File: config.mk
export PLATFORM = sky130hd
export DESIGN_NAME = tdm_slot_arbiter
export DESIGN_NICKNAME = d
export VERILOG_FILES = /design/src/rtl/tdm_slot_arbiter.sv
export SDC_FILE = /design/constraint.sdc
export NUM_CORES = 1
export LEC_CHECK = 0
export CAP_MARGIN = 5
export CORE_UTILIZATION = 30
export DETAILED_ROUTE_END_ITERATION = 16
export SETUP_SLACK_MARGIN = 0.5
export SKIP_CTS_REPAIR_TIMING = 1
export SYNTH_ARGS = -nofsm -noshare
export SYNTH_HDL_FRONTEND = slang
export SYNTH_SLANG_ARGS = --single-unit
File: constraint.sdc
create_clock -name clock -period 2.86 [get_ports clock]
set_clock_uncertainty 0.05 [all_clocks]
set_input_delay 0.572 -clock clock [delete_from_list [all_inputs] [get_ports clock]]
set_output_delay 0.572 -clock clock [all_outputs]
set_load 0.02 [all_outputs]
File: src/rtl/tdm_slot_arbiter.sv
// Time-division bus arbiter: grants channel i only while the ring-counter token
// selects slot i, holds the grant until release or timeout, and flags bad tokens.
module tdm_slot_arbiter #(
   parameter int N    = 4,
   parameter int TMO  = 15,
   parameter int IDXW = $clog2(N)
) (
   input  logic            clock,
   input  logic            rst,
   input  logic [N-1:0]    slot,
   input  logic [N-1:0]    req,
   input  logic            rel,
   output logic [N-1:0]    gnt,
   output logic [IDXW-1:0] owner,
   output logic            busy,
   output logic            timeout,
   output logic            slot_err,
   output logic [7:0]      gnt_count
);

   typedef enum logic [1:0] {IDLE, GRANT, GAP} state_t;

   state_t          state, state_n;
   logic [N-1:0]    pending, pending_n, clr;
   logic [N-1:0]    gnt_n;
   logic [IDXW-1:0] owner_n, idx;
   logic            busy_n, timeout_n, slot_err_n, onehot;
   logic [7:0]      cnt, cnt_n, gnt_count_n;

   always_ff @(posedge clock) begin
      if (!rst) begin
         state     <= IDLE;
         pending   <= '0;
         gnt       <= '0;
         owner     <= '0;
         busy      <= 1'b0;
         timeout   <= 1'b0;
         slot_err  <= 1'b0;
         cnt       <= '0;
         gnt_count <= '0;
      end else begin
         state     <= state_n;
         pending   <= pending_n;
         gnt       <= gnt_n;
         owner     <= owner_n;
         busy      <= busy_n;
         timeout   <= timeout_n;
         slot_err  <= slot_err_n;
         cnt       <= cnt_n;
         gnt_count <= gnt_count_n;
      end
   end

   always_comb begin
      onehot = ($countones(slot) == 1);
      idx    = '0;
      for (int unsigned i = 0; i < N; i++) begin
         if (slot[i]) idx = IDXW'(i);
      end
   end

   always_comb begin
      state_n     = state;
      gnt_n       = gnt;
      owner_n     = owner;
      busy_n      = busy;
      timeout_n   = timeout;
      cnt_n       = cnt;
      gnt_count_n = gnt_count;
      clr         = '0;
      slot_err_n  = slot_err | ~onehot;

      case (state)
         IDLE: begin
            gnt_n = '0;
            // Decision uses the registered slot_err, so the edge that first sees a bad token cannot grant either.
            if (onehot && pending[idx] && !slot_err) begin
               gnt_n[idx]  = 1'b1;
               owner_n     = idx;
               busy_n      = 1'b1;
               cnt_n       = '0;
               gnt_count_n = gnt_count + 8'd1;
               clr[idx]    = 1'b1;
               state_n     = GRANT;
            end
         end
         GRANT: begin
            if (rel) begin
               gnt_n   = '0;
               busy_n  = 1'b0;
               state_n = GAP;
            end else if (cnt == 8'(TMO - 1)) begin
               gnt_n     = '0;
               busy_n    = 1'b0;
               timeout_n = 1'b1;
               state_n   = GAP;
            end else begin
               cnt_n = cnt + 8'd1;
            end
         end
         GAP: begin
            gnt_n     = '0;
            timeout_n = 1'b0;
            state_n   = IDLE;
         end
         default: begin
            gnt_n   = '0;
            busy_n  = 1'b0;
            state_n = IDLE;
         end
      endcase

      // A new request on the same edge as its grant survives the clear.
      pending_n = (pending & ~clr) | req;
   end

endmodule

==> flow_metrics.py <==
metrics = {
    "final_layout": {
        "final_core_utilization_pct": 47.9,
        "nNetsFinal": 237,
        "fillers": 470,
        "diodes": 0,
        "fin_area_sq_um": 2320,
        "register_area_sq_um": 621,
        "drive_above_1_share_pct": 24.4,
        "multi_input_area_sq_um": 1020,
        "area_growth_pct": 48.8,
    },
    "sta": {
        "max-slew-margin-rel_pct": 60.3,
        "rsz0062_at_grt": "true",
        "max_freq_mhz": 364,
        "hold_violations": 0,
        "holdWs_ns": 0.421,
        "fin_tns_setup_ns": 0,
        "worstMarginPinSlew_ns": 0.595,
        "drv_slew": 0,
        "min_period_over_period_pct": 96.0,
        "setup_viol": 0,
        "period_needed_ns": 2.74,
    },
    "synthesis": {
        "syn-num-nets": 191,
        "synth_edf_count": 0,
        "syn_inst": 174,
        "ys.flop_type": "dfxtp_1",
        "syn-cell-area_sq_um": 1560,
        "syn_area_per_cell_sq_um": 8.97,
        "ys_warn_count": 0,
        "async_flop_share_pct": 0,
        "ys_seq_elements": 31,
        "yosysSeqAreaShare_pct": 39.8,
        "synth.lib_cells_used.distinct": 51,
    },
    "placement": {
        "portBuffers": 27,
        "hpwlAfterDp_um": 2620,
        "place.gp.congestion": 0.781,
        "placed_area_sq_um": 2050,
    },
    "clocking": {
        "htree_levels": 2,
        "cts_tree": "yes",
        "numCtsBuffers": 5,
        "clock_latency_ns": 0.28,
        "clockBufferDepth": 2,
        "cts.sinks": 31,
        "cts.clk_slew.worst_paths_ns": 0.06,
        "cts_root_buf": "clkbuf_8",
    },
    "die": {
        "die_y_um": 74.1,
        "start_util_pct": 32.2,
        "num_rows": 25,
        "die_area_sq_um": 5490,
        "ioPinCount": 28,
        "die_w_um": 74.1,
        "coreArea_sq_um": 4850,
    },
    "global_route": {
        "overflow": 0,
        "grt_max_degree": 22,
        "antenna_found_initial": 0,
        "grt_pass1_vias": 1377,
        "grt_pass1_wl_um": 6270,
        "track_usage_pct": 15.1,
    },
    "critical_path": {
        "path_buf_inv": 4,
        "cp-startpoint": "slot[3]",
        "cp_max_fo": 6,
        "start_kind": "input pin",
        "crit_chain": "buf_8, inv_4, fa_1, inv_1, ha_2, ha_4, nor4b_4, buf_6, o311ai_4, or4_4, a21oi_2",
        "slowest_stage": "fa_1",
        "reg2reg_depth": 6,
        "crit_path_end_kind": "register",
        "path_class": "in2reg",
        "rr_startpoint": "cnt[0]",
        "required_ns": 3.02,
        "critPathTopFamily": "adder cells",
        "cp.depth": 11,
        "arrival_ns": 2.91,
        "crit_path_max_incr_delay_ns": 0.53,
    },
    "detailed_routing": {
        "dr.pass1.iters": 4,
        "ant_nets": 0,
        "drt-vias-per-instance": 5.21,
        "routed_wirelength_um": 3980,
        "wire_per_inst_um": 13.8,
        "drcViolationCount": 0,
        "drt-initial-drc-count": 65,
        "vias": 1500,
    },
    "pwr": {
        "peakVddDrop_mv": 0.248,
        "cellLeakagePower_nw": 0.845,
        "power.density_nw_per_um2": 448,
        "design_power_total_w": 0.00104,
    },
    "hold_path": {
        "hold_path.class": "reg2reg",
        "holdPathStages": 2,
        "hold_start": "gnt_count[7]",
    },
    "status": {
        "outcome": "finished clean",
    },
    "flow_run": {
        "cap_violations": 0,
    },
}
-- cell families (layout without fill, tap and decap cells) --
logic type / count (synthesis) / in the layout / share of synthesized area, %
fa+ha+maj: 6 / 6 / 5.29
mux: 4 / 4 / 2.65
flops: 31 / 31 / 39.8
xor+xnor: 2 / 2 / 1.12
simple gates: 64 / 64 / 23.3
buf+inv: 19 / 65 / 4.89
compound gates: 48 / 49 / 22.9
-- cells in the final DEF, fill, tap and decap left out, types with 3 or more instances in the layout --
cell type         n
a211oi_1          3
clkdlybuf4s50_1  24
buf_6             6
o31ai_1           3
a21oi_1           5
o21ai_0           4
o21ai_1           3
a21oi_2           3
o31ai_2           3
nand3_1           8
nand2b_1          6
nor2_1           12
buf_4            12
dfxtp_1          31
ha_1              3
nand4_1           6
nand2_1           7
nor2b_1           5
clkbuf_8          7
inv_1            10
mux2i_1           3
a32oi_1           3
-- final timing paths --
path                       end  slack, ns
hold reg to reg   gnt_count[7]       0.42
setup / recovery  gnt_count[3]       0.12
setup reg to reg        cnt[7]       1.00
hold / removal    gnt_count[7]       0.42
-- Yosys cell counts, types with 2 or more instances --
cell       n  area share [%]
a211oi_1   3             1.4
a21oi_1    7             2.2
a31oi_1    3             1.2
a32oi_1    3             1.7
and3_1     2            0.80
and4_1     2             1.1
clkbuf_1   5             1.2
dfxtp_1   31              40
ha_1       5             4.0
inv_1     12             2.9
mux2i_1    3             1.9
nand2_1    7             1.7
nand2b_1   6             2.4
nand3_1   10             3.2
nand4_1    6             2.4
nor2_1    14             3.4
nor2b_1    5             2.0
o21a_1     2            0.96
o21ai_0    7             2.2
o311ai_0   2             1.1
o31ai_1    6             2.9
o41ai_1    2             1.1
or3_1      2            0.80
or4_1      2            0.96
-- stage by stage --
stage                     setup slack, ns  std cells
after floorplan                    0.0971        174
after global placement             -0.534        276
after detailed placement           -0.591        276
after CTS                          -0.294        284
after global routing               0.0435        288
final                               0.115        288
-- worst min-delay path: stages (launching register included) --
cell and delay, ns:
dfxtp_1 0.32, nand2_1 0.05, mux2i_1 0.05
-- state kept, by name (all words and copies together) (netlist names) --
register,count
state,2
pending,4
timeout,1
cnt,8
slot_err,1
gnt_count,8
busy,1
gnt,4
owner,2
-- report_power, final --
group	switching, W	total (W)	internal, W
sequential	0.00000900	0.000452	0.000443
combinational	0.0000995	0.000199	0.0000990
clock	0.000169	0.000388	0.000220
-- per-layer routing --
layer | vias to the layer above | global-route usage [%] | share of wire, %
met5 | - | 0 | 0
met4 | 0 | 4.49 | 0.96
met3 | 6 | 5.01 | 4.9
met2 | 38 | 24.2 | 45
met1 | 711 | 19.2 | 49
li1 | 745 | - | -
-- area by class of cell --
class / instances / area share, %
Inverter: 12 / 2.05
Tap cell: 67 / 3.61
Multi-Input combinational cell: 125 / 44.1
Clock buffer: 8 / 4.31
Sequential cell: 31 / 26.7
Timing Repair Buffer: 45 / 19.2
Power figures use the tool's default switching activity.
==> RTL change 1 (same settings) <==
Register the output `timeout` once more, with the module's reset; this adds one clock of latency there. The other outputs are not delayed to match.
--- a/src/rtl/tdm_slot_arbiter.sv
+++ b/src/rtl/tdm_slot_arbiter.sv
@@ -22,2 +22,4 @@
 
+   logic timeout_s0;
+
    state_t          state, state_n;
@@ -36,3 +38,3 @@
          busy      <= 1'b0;
-         timeout   <= 1'b0;
+         timeout_s0 <= 1'b0;
          slot_err  <= 1'b0;
@@ -46,3 +48,3 @@
          busy      <= busy_n;
-         timeout   <= timeout_n;
+         timeout_s0 <= timeout_n;
          slot_err  <= slot_err_n;
@@ -66,3 +68,3 @@
       busy_n      = busy;
-      timeout_n   = timeout;
+      timeout_n   = timeout_s0;
       cnt_n       = cnt;
@@ -116,2 +118,10 @@
 
+   always_ff @(posedge clock) begin
+      if (!rst) begin
+         timeout <= '0;
+      end else begin
+         timeout <= timeout_s0;
+      end
+   end
+
 endmodule
Function: same outputs for any inputs over 10 cycles, from zero or initial values and one cycle with rst low; that may be too few to reach the edited logic, so the function may still have changed.
==> RTL change 1 against the original RTL <==
  * The run now ends with setup timing left
  * Via count up 0.73%
  * Sequential power up 4%
  * Maximum frequency down 9.5%
  * Sequential cell count up 1
  * Worst setup slack worse by 290 ps
  * Design area up 1.8%
  * Hold slack worse by 11 ps
  * Critical path type unchanged
  * Largest cell class unchanged
  * Wire length up 6.6%
  * Core utilization down 1.9 points
  * Area after synthesis up 3.0%
  * Final cell count up 2.4%
  * Total power up 0.96%
  * Highest routed layer unchanged
==> RTL change 1: results (changes against the original RTL) <==
[synthesis]
synth_compound_area_frac = 0.211  ; -0.0183
synth_nets = 199  ; +4.2%
synth.area.mux_share = 0.0312  ; +0.00469
seq_area_frac_synth = 0.399  ; +0.000999
synth.top_cells.by_area = dfxtp_1 40%, ha_1 3.9%, nand3_1 3.7%
synth.distinct_cells = 45  ; -12%
yosys.area_share.xor_xnor = 0.00545  ; -0.00578
ys_ff_latch = 32  ; +3.2%
synthAdderAreaFrac = 0.0514  ; -0.00153
synth_commonest_cells = 32 x dfxtp_1, 13 x inv_1, 12 x nand2_1, 12 x nand3_1, 11 x a21oi_1

[setup_path]
ff2ff_path_depth = 4  ; -2
reg2reg_slack_ps = 810  ; -190 ps
rr_startpoint = state[0]
path_max_fanout = 5  ; -1
reg2reg_to = cnt[4]
crit_path_end = gnt[2]

[placed_design]
dp_slack_ps = -962  ; -371 ps
dp.cells = 285  ; +3.3%
placed_area_sq_mm = 0.00212  ; +3.0%

[global_routing]
grt_start_max_net_pins = 20  ; -9.1%
grt_pass1_wl_um = 6260  ; -0.11%
met2_usage = 0.221  ; -0.0212
grt_usage = 0.152  ; +0.000717
met3_usage = 0.0428  ; -0.00730

[sta]
fin_ws_ps = -174  ; -289 ps
fin_tns_setup_ps = -1270  ; -1270 ps
setup_violations = 15  ; +15

[power]
ir_drop_mv = 0.233  ; -6.1%
leakagePower_nw = 0.867  ; +2.7%

[cells_and_area]
inv_count = 13  ; +1
stdcell_count = 295  ; +2.4%
buffers_excl_clock = 43  ; -4.4%
finalInstanceArea_sq_mm = 0.00236  ; +1.8%
clock_buffers = 6  ; -2
multi_input_area_sq_mm = 0.00104  ; +1.7%
clock_area_frac = 0.0392  ; -0.00395
multi_input_gates = 129  ; +3.2%
finalNetCount = 241  ; +1.7%

[outcome]
run_status = finished with violations
violations = setup timing

[min_path]
hp-start = gnt[1]
hold_end = gnt[1]

[die]
n_tap_cell = 70  ; +4.5%

[routing]
drt_iter0_drc = 72  ; +11%
num_vias = 1511  ; +0.73%
finalWirelength_um = 4240  ; +6.6%

[RTL change 1: power breakdown]
part           switching [mW]  leakage [nW]  internal [mW]
Clock                   0.179        0.0510          0.192
Sequential             0.0112         0.260          0.458
Combinational           0.109         0.557          0.100
[RTL change 1: cell families (layout without fill, tap and decap cells)]
family,after synthesis,after routing
AND/OR/NAND/NOR,69,69
AO/OA/AOI/OAI,48,48
flip-flops,32,32
buffers and inverters,21,64
adder cells (fa/ha/maj),6,6
multiplexers,5,5
XOR/XNOR,1,1
[RTL change 1: routing by layer]
layer,wire (um),part of all wire,vias to the layer above
li1,-,-,768
met1,2060,0.49,713
met2,1980,0.47,23
met3,142,0.033,7
met4,55,0.013,0
met5,0,0,-
[RTL change 1: critical path, cell delays in order]
cell and delay (ps):
buf_8 70, inv_4 30, fa_1 520, inv_1 40, ha_2 170, ha_4 210, or4b_4 510, or3_4 450
buf_12 150, or3_1 330, a21oi_1 130
==> RTL change 2 (config.mk and constraints unchanged) <==
Made on the original files. The parameter `N` goes from 4 to 8.
--- a/src/rtl/tdm_slot_arbiter.sv
+++ b/src/rtl/tdm_slot_arbiter.sv
@@ -3,3 +3,3 @@
 module tdm_slot_arbiter #(
-   parameter int N    = 4,
+   parameter int N    = 8,
    parameter int TMO  = 15,
Ports: changed (resized gnt, owner, req and slot); port bits go from 28 to 41. No check against the original RTL was run, so the function may have changed too.
==> RTL change 2 against the original RTL <==
  * The run now ends with setup timing left
  * Worst setup slack worse by 1200 ps
  * Register-to-register slack got worse by 120 ps
  * Synthesized cell count grew 36%
  * Count of clock-buffer cells in the layout is 3 lower
  * Design area increased by 30%
  * Area after synthesis increased by 33%
  * Wire length grew 39%
  * Non-clock buffer count grew 30
  * Die area increased by 32%
  * Sequential cell count up 9
  * Total power grew 34%
  * Sequential power rose by 31%
  * Via count grew 34%
  * Highest routed layer unchanged
==> RTL change 2: results (changes against the original RTL) <==
[outcome]
run_status = finished with violations
violations = setup timing

[placed_design]
place_congestion = 0.851  ; +8.9%
placed_area_sq_mm = 0.00278  ; +35%
dp.cells = 374  ; +36%
port_buffers = 40  ; +48%
dp_slack_ps = -1960  ; -1370 ps
hpwl_um = 3940  ; +51%

[synthesis]
synth.top_cells.by_area = dfxtp_1 39%, a21oi_1 4.8%, fa_1 3.9%
yosys.area_share.xor_xnor = 0.0169  ; +0.00571
synth.area.mux_share = 0.0145  ; -0.0119
synth_nets = 265  ; +39%
seq_area_frac_synth = 0.387  ; -0.0106
synthAdderAreaFrac = 0.0750  ; +0.0221
synth_commonest_cells = 40 x dfxtp_1, 20 x a21oi_1, 18 x inv_1, 17 x nand2_1, 14 x nor2_1
avgSynthCellArea_sq_um = 8.76  ; -2.3%
synth_compound_area_frac = 0.238  ; +0.00900
async_flop_share = 0  ; unchanged

[routing]
viasPerCell = 5.20  ; -0.18%
drt_pass1_iterations = 4  ; unchanged
finalWirelength_um = 5540  ; +39%
drt_iter0_drc = 65  ; unchanged

[setup_path]
cp_slowest_stage_delay_ps = 560  ; +30 ps
arrival_ps = 4170  ; +1260 ps
path_max_fanout = 7  ; +1
crit_slowest_cell = or4_4
reg2reg_slack_ps = 880  ; -120 ps

[cells_and_area]
stdcell_count = 387  ; +34%
nFillCells = 625  ; +33%
finalInstanceArea_sq_mm = 0.00301  ; +30%
finalNetCount = 338  ; +43%
drive_gt1_frac = 0.235  ; -0.00886

[sta]
worst_slew_pin_slew_ps = 522  ; -73.6 ps
fin_ws_ps = -1130  ; -1240 ps
whs_ps = 406  ; -15.5 ps
setup_violations = 38  ; +38

[global_routing]
grt_antenna_before_repair = 0  ; unchanged
grt_start_max_net_pins = 30  ; +36%
grt_usage = 0.153  ; +0.00181
grt_pass1_wl_um = 8630  ; +38%
grt_pass1_vias = 1803  ; +31%

[clocking]
path_clk_slew_ps = 80  ; +20 ps
clk_latency_ps = 300  ; +20 ps

[die]
die_x_um = 85.0  ; +15%

[power]
ir_drop_mv = 0.221  ; -11%
leakagePower_nw = 1.11  ; +31%

## RTL change 2: routing by layer
metal / track usage / vias to the layer above / routed length (um)
met5: 0 / - / 0
li1: - / 1014 / -
met1: 0.204 / 944 / 2720
met4: 0.0601 / 0 / 79
met2: 0.240 / 48 / 2500
met3: 0.0331 / 6 / 230
## RTL change 2: logic make-up after synthesis
logic type	Yosys count
AOI/OAI and AO/OA	72
xor gates and xnor gates	4
adders and majority gates	10
buffers and inverters	29
DFF	40
muxes	3
and+or+nand+nor	78
## RTL change 2: through the flow
step / setup TNS [ps] / power (mW)
finish: -37110 / 1.39
global route: -41570 / 1.46
CTS: -55020 / 1.37
detailed placement: -67400 / 0.904
global placement: -65050 / 0.898
floorplan: -37890 / 0.772
## RTL change 2: layout make-up
| cell class | count | share of cell area |
|---|---|---|
| clock buffer | 5 | 0.0228 |
| clock inverter | 3 | 0.0141 |
| inverter | 19 | 0.0270 |
| multi-input combinational | 168 | 0.413 |
| sequential | 40 | 0.266 |
| tap | 77 | 0.0320 |
| timing repair buffer | 75 | 0.225 |
## RTL change 2: final timing paths
check             startpoint            to  depth (start not counted)
setup / recovery     slot[1]  gnt_count[3]                         15
hold / removal        gnt[3]        gnt[3]                          2
setup reg to reg    state[0]        cnt[7]                          6
hold reg to reg       gnt[3]        gnt[3]                          2
## RTL change 2: power breakdown
part | switching, mW | internal, mW
Clock | 0.209 | 0.258
Sequential | 0.0158 | 0.578
Combinational | 0.171 | 0.159
Total | 0.396 | 0.995
## RTL change 2: worst min-delay path: stages (launching register included)
cell,delay (ps)
dfxtp_1,310
nand2_1,50
a21oi_1,50
